## src/rtl/zbus_fifo_reg_sync_pkg.sv

```systemverilog
// rtl/zbus_fifo_reg_sync_pkg.sv - shared zbus handshake definitions and sizing helper
package zbus_fifo_reg_sync_pkg;

  typedef struct packed {
    logic vld;
    logic ack;
  } zbus_hs_t;

  function automatic int clog2(input int value);
    int r;
    int v;
    r = 0;
    v = value - 1;
    while (v > 0) begin
      r = r + 1;
      v = v >> 1;
    end
    return r;
  endfunction

  // A word moves on an edge only when both sides agree.
  function automatic logic zbus_trn(input zbus_hs_t hs);
    return hs.vld & hs.ack;
  endfunction

endpackage

```

## src/rtl/zbus_fifo_mem.sv

```systemverilog
// rtl/zbus_fifo_mem.sv - LN x BW register array, synchronous write, asynchronous read
module zbus_fifo_mem
  import zbus_fifo_reg_sync_pkg::*;
#(
  parameter int BW = 8,
  parameter int LN = 4,
  localparam int AW = clog2(LN)
) (
  input  logic          i_clk,
  input  logic          i_we,
  input  logic [AW-1:0] i_waddr,
  input  logic [BW-1:0] i_wdata,
  input  logic [AW-1:0] i_raddr,
  output logic [BW-1:0] o_rdata
);

  logic [BW-1:0] r_mem [LN];

  always_ff @(posedge i_clk) begin
    if (i_we) begin
      r_mem[i_waddr] <= i_wdata;
    end
  end

  assign o_rdata = r_mem[i_raddr];

endmodule

```

## src/rtl/zbus_fifo_reg_sync.sv

```systemverilog
// rtl/zbus_fifo_reg_sync.sv - single-clock zbus register FIFO with flush, count, flags, fall-through
module zbus_fifo_reg_sync
  import zbus_fifo_reg_sync_pkg::*;
#(
  parameter int BW = 8,
  parameter int LN = 4,
  parameter int AF = LN - 1,
  parameter int AE = 1,
  parameter int FT = 0,
  localparam int CW = clog2(LN + 1)
) (
  input  logic          z_clk,
  input  logic          z_rst,
  input  logic          z_clr,
  input  logic          zi_vld,
  input  logic [BW-1:0] zi_bus,
  output logic          zi_ack,
  output logic          zo_vld,
  output logic [BW-1:0] zo_bus,
  input  logic          zo_ack,
  output logic [CW-1:0] z_cnt,
  output logic          z_afl,
  output logic          z_aem
);

  localparam int            PW     = clog2(LN);
  localparam logic [PW-1:0] P_LAST = PW'(LN - 1);
  localparam logic [CW-1:0] C_FULL = CW'(LN);
  localparam logic [CW-1:0] C_AF   = CW'(AF);
  localparam logic [CW-1:0] C_AE   = CW'(AE);
  localparam logic          B_FT   = (FT != 0);

  logic [PW-1:0] r_wp;
  logic [PW-1:0] r_rp;
  logic [CW-1:0] r_cnt;

  logic [BW-1:0] w_rd_data;
  logic          w_live;
  logic          w_empty;
  logic          w_full;
  logic          w_ft_empty;
  zbus_hs_t      w_zi_hs;
  zbus_hs_t      w_zo_hs;
  logic          w_zi_trn;
  logic          w_zo_trn;
  logic          w_bypass;
  logic          w_push;
  logic          w_pop;

  function automatic logic [PW-1:0] ptr_next(input logic [PW-1:0] p);
    return (p == P_LAST) ? '0 : p + PW'(1);
  endfunction

  assign w_live     = ~z_rst & ~z_clr;
  assign w_empty    = (r_cnt == '0);
  assign w_full     = (r_cnt == C_FULL);
  assign w_ft_empty = B_FT & w_empty;

  assign zi_ack = w_live & ~w_full;
  assign zo_vld = w_ft_empty ? (zi_vld & w_live) : (w_live & ~w_empty);
  assign zo_bus = w_ft_empty ? zi_bus : w_rd_data;

  assign w_zi_hs  = {zi_vld, zi_ack};
  assign w_zo_hs  = {zo_vld, zo_ack};
  assign w_zi_trn = zbus_trn(w_zi_hs);
  assign w_zo_trn = zbus_trn(w_zo_hs);

  // An empty fall-through FIFO whose output is taken hands the word straight
  // across; storage and pointers are left untouched.
  assign w_bypass = w_ft_empty & w_zo_trn;
  assign w_push   = w_zi_trn & ~w_bypass;
  assign w_pop    = w_zo_trn & ~w_bypass;

  always_ff @(posedge z_clk) begin
    if (z_rst || z_clr) begin
      r_wp  <= '0;
      r_rp  <= '0;
      r_cnt <= '0;
    end else begin
      if (w_push) begin
        r_wp <= ptr_next(r_wp);
      end
      if (w_pop) begin
        r_rp <= ptr_next(r_rp);
      end
      unique case ({w_push, w_pop})
        2'b10:   r_cnt <= r_cnt + CW'(1);
        2'b01:   r_cnt <= r_cnt - CW'(1);
        default: r_cnt <= r_cnt;
      endcase
    end
  end

  zbus_fifo_mem #(
    .BW(BW),
    .LN(LN)
  ) u_mem (
    .i_clk   (z_clk),
    .i_we    (w_push),
    .i_waddr (r_wp),
    .i_wdata (zi_bus),
    .i_raddr (r_rp),
    .o_rdata (w_rd_data)
  );

  assign z_cnt = r_cnt;
  assign z_afl = (r_cnt >= C_AF);
  assign z_aem = (r_cnt <= C_AE);

endmodule
```

## config.mk

```make
export PLATFORM = sky130hd
export DESIGN_NAME = zbus_fifo_reg_sync
export DESIGN_NICKNAME = d
export VERILOG_FILES = /design/src/rtl/zbus_fifo_reg_sync_pkg.sv /design/src/rtl/zbus_fifo_mem.sv /design/src/rtl/zbus_fifo_reg_sync.sv
export SDC_FILE = /design/constraint.sdc
export NUM_CORES = 1
export LEC_CHECK = 0
export ABC_CLOCK_PERIOD_IN_PS = 3200
export BUFFER_PORTS_ARGS = -buffer_cell sky130_fd_sc_hd__buf_2
export CORE_AREA = 2 2 64 91
export CTS_BUF_LIST = sky130_fd_sc_hd__clkbuf_16
export CTS_CLUSTER_SIZE = 30
export DETAILED_ROUTE_END_ITERATION = 16
export DIE_AREA = 0 0 66 93
export GPL_TIMING_DRIVEN = 0
export PLACE_DENSITY = 0.61
export RECOVER_POWER = 100
export SLEW_MARGIN = 20
export SYNTH_ARGS = -nofsm -noshare
export SYNTH_HDL_FRONTEND = slang
export SYNTH_SLANG_ARGS = --single-unit
```

## constraint.sdc

```tcl
create_clock -name z_clk -period 3.2 [get_ports z_clk]
set_input_delay 0.16 -clock z_clk [delete_from_list [all_inputs] [get_ports z_clk]]
set_output_delay 0.16 -clock z_clk [all_outputs]
set_load 0.1 [all_outputs]
```

==> flow_summary_export.csv <==
group,metric,value,unit
routing,first_pass_iters,4,
floorplanning,die_area,0.00614,mm2
sta,setup_viol,0,
logic_synthesis,yosysUniqueCellTypes,25,
logic_synthesis,ys_seq_elements,41,
floorplanning,rows,32,
worst_setup_path,rr_endpoint,"z_cnt[2]",
logic_synthesis,yosysWarnings,0,
logic_synthesis,ys_async_sr_fraction,0,
worst_hold_path,hold_end,"u_mem.r_mem[3][1]",
clocking,cts_root_buf,"clkbuf_16",
sta,drv_slew,0,
worst_setup_path,reg2reg_slack,0.69,ns
layout,stdcell_count,209,
logic_synthesis,synth-edff-count,32,
grt,grt_start_max_net_pins,13,
floorplanning,chipWidth,66,um
sta,rsz0062_at_grt,"no",
worst_setup_path,r2r-start,"z_cnt[0]",
worst_setup_path,crit_arrival,2.71,ns
placement,dpl.hpwl,2.05,mm
logic_synthesis,synth_seq_area_share,0.667,
placement,io_buffer_count,27,
sta,worstMarginPinSlew,1.17,ns
clocking,cts.clk_slew.worst_paths,0.05,ns
sta,layout_min_cycle_time,2.51,ns
pwr,p_leak,0.705,nW
layout,final_cell_mix,"edfxtp_1, clkbuf_1, ha_1",
logic_synthesis,syn_inst,106,
worst_hold_path,hp-start,"zi_bus[1]",
run,cap_violations,0,
worst_setup_path,crit_path_end_kind,"flip-flop",
worst_setup_path,slowest_delay,0.63,ns
routing,wl,2.78,mm
grt,antenna_found_initial,0,
floorplanning,die_h,93,um
sta,tns,0,ns
worst_setup_path,criticalPathCategory,"flip-flop to flip-flop",
sta,skew,0.00546,ns
sta,slew_headroom,0.223,
worst_setup_path,critical_path.max_fanout,8,
worst_setup_path,worstSetupStartpointType,"flip-flop",
sta,setup_slack,0.689,ns
grt,grt_usage,0.100,
layout,antenna_cells,0,
sta,finalHoldViolCount,0,
clocking,cts_max_level,2,
clocking,post_cts_buffers,0,
layout,mostFrequentLayoutCell,"edfxtp_1",
routing,drt_iter0_markers,36,
floorplanning,pin_count,28,
clocking,ctsHoldBuffers,0,
worst_hold_path,whs_path_depth,1,
sta,max_freq,0.398,GHz
layout,area.growth.synth_to_final,19.5,%
layout,drive_gt1_frac,0.177,
clocking,clock_path_buffers,2,
placement,post-place-cells,201,
routing,viasPerCell,4.56,
grt,grt_pass1_wl,4.43,mm
placement,dp_slack,1.03,ns
floorplanning,core,0.00537,mm2
clocking,cts_tree,"built",
routing,wl_per_cell,13.3,um
clocking,cts_sinks,41,
logic_synthesis,synth_area_per_cell,16.1,um2
clocking,post_cts_resized,0,
layout,nets,164,
worst_hold_path,hold_class,"input port to flip-flop",
routing,vias,952,
worst_setup_path,ff2ff_path_depth,9,
worst_setup_path,crit_chain,"inv_1 -> ha_1 -> a211oi_1 -> and2_0 -> inv_1 -> ha_1 -> nor3_1 -> a31oi_1 -> a21oi_1",
logic_synthesis,synthesis.nets,130,
grt,grt_pass1_vias,960,
pwr,ir_drop,0.268,mV
floorplanning,start_util,0.319,
grt,grt_overflow,0,
worst_setup_path,critPathSlowestCell,"a211oi_1",
pwr,finalPower,1.12,mW
pwr,powerDensity,548,mW/mm2
placement,finalWeightedCongestion,0.733,
sta,timing.final.crit_share,0.785,
clocking,cts_made_buffers,5,
logic_synthesis,ys.flop_type,"edfxtp_1",
worst_setup_path,critPathRequiredTime,3.40,ns
routing,drc,0,
routing,ant_nets,0,
run_status,outcome,"completed",
logic_synthesis,syn_area,0.00171,mm2
clocking,clock_latency,0.27,ns
==> layout make-up <==
type	instances	area, um2
Fill cell	527	3320
Sequential cell	41	1150
Multi-Input combinational cell	55	523
Clock buffer	5	125
Timing Repair Buffer	27	109
Tap cell	68	85.1
Inverter	7	26.3
Clock inverter	3	13.8
Buffer	3	12.5
==> power by group <==
| part | internal (mW) | total [mW] | switching [mW] |
|---|---|---|---|
| registers | 0.580 | 0.582 | 0.00289 |
| clock network | 0.282 | 0.452 | 0.170 |
| logic | 0.0177 | 0.0848 | 0.0672 |
==> how the worst max path moves through the flow <==
stage | from | endpoint | slack (ns) | cells after the start
6_report | z_cnt[0] | z_cnt[2] | 0.69 | 9
5_1_grt | z_cnt[1] | z_cnt[2] | 0.49 | 9
3_3_place_gp | z_cnt[0] | z_cnt[2] | 1.10 | 9
2_1_floorplan | z_cnt[0] | z_cnt[2] | 0.16 | 9
4_1_cts | z_cnt[1] | z_cnt[2] | 1.0 | 9
3_5_place_dp | z_cnt[0] | z_cnt[2] | 1.03 | 9
==> Yosys cell counts, types with 2 or more instances <==
cell       n  area [um2]
edfxtp_1  32         961
ha_1      11         138
dfxtp_1    9         180
mux4_2     8         180
inv_1      7        26.3
nor2_1     7        26.3
a21oi_1    4        20.0
and3_1     4        25.0
o21ai_0    4        20.0
nand3_1    2        10.0
nor3_1     2        10.0
o31ai_1    2        15.0
xor2_1     2        17.5
==> state kept, by name, summed over array words and instances (netlist names), named ones only <==
signal and cells:
r_rp 2, r_wp 2, z_cnt 3, u_mem.r_mem 32
==> critical path: cells and delay by family (launching register included) <==
kind	cells	cell delay, ns
DFF	1	0.37
and+or+nand+nor	2	0.51
AOI/OAI and AO/OA	3	0.83
buffers and inverters	2	0.14
adders and majority gates	2	0.59
==> layer usage <==
layer / up-vias / global-route usage / wire [um]
met1: 446 / 0.108 / 1090
met5: - / 0 / 0
li1: 470 / - / -
met3: 5 / 0.0301 / 163
met2: 31 / 0.176 / 1470
met4: 0 / 0.0459 / 59
==> logic make-up (layout without fill, tap and decap cells) <==
family / count (synthesis) / in the layout / share of synthesized area
xor gates and xnor gates: 2 / 2 / 0.0102
adders and majority gates: 11 / 11 / 0.0805
and+or+nand+nor: 21 / 21 / 0.0666
DFF: 41 / 41 / 0.667
AOI/OAI and AO/OA: 13 / 13 / 0.0476
buffers and inverters: 10 / 45 / 0.0227
muxes: 8 / 8 / 0.105
==> stage by stage <==
step / util / hold slack, ns / area [um2]
after floorplan: - / 0.259 / 1730
after global placement: 0.363 / 0.373 / 1950
after detailed placement: 0.363 / 0.378 / 1950
after CTS: 0.389 / 0.0964 / 2080
after global routing: 0.381 / 0.164 / 2040
final: 0.381 / 0.140 / 2040
(Power assumes the default switching activity.)
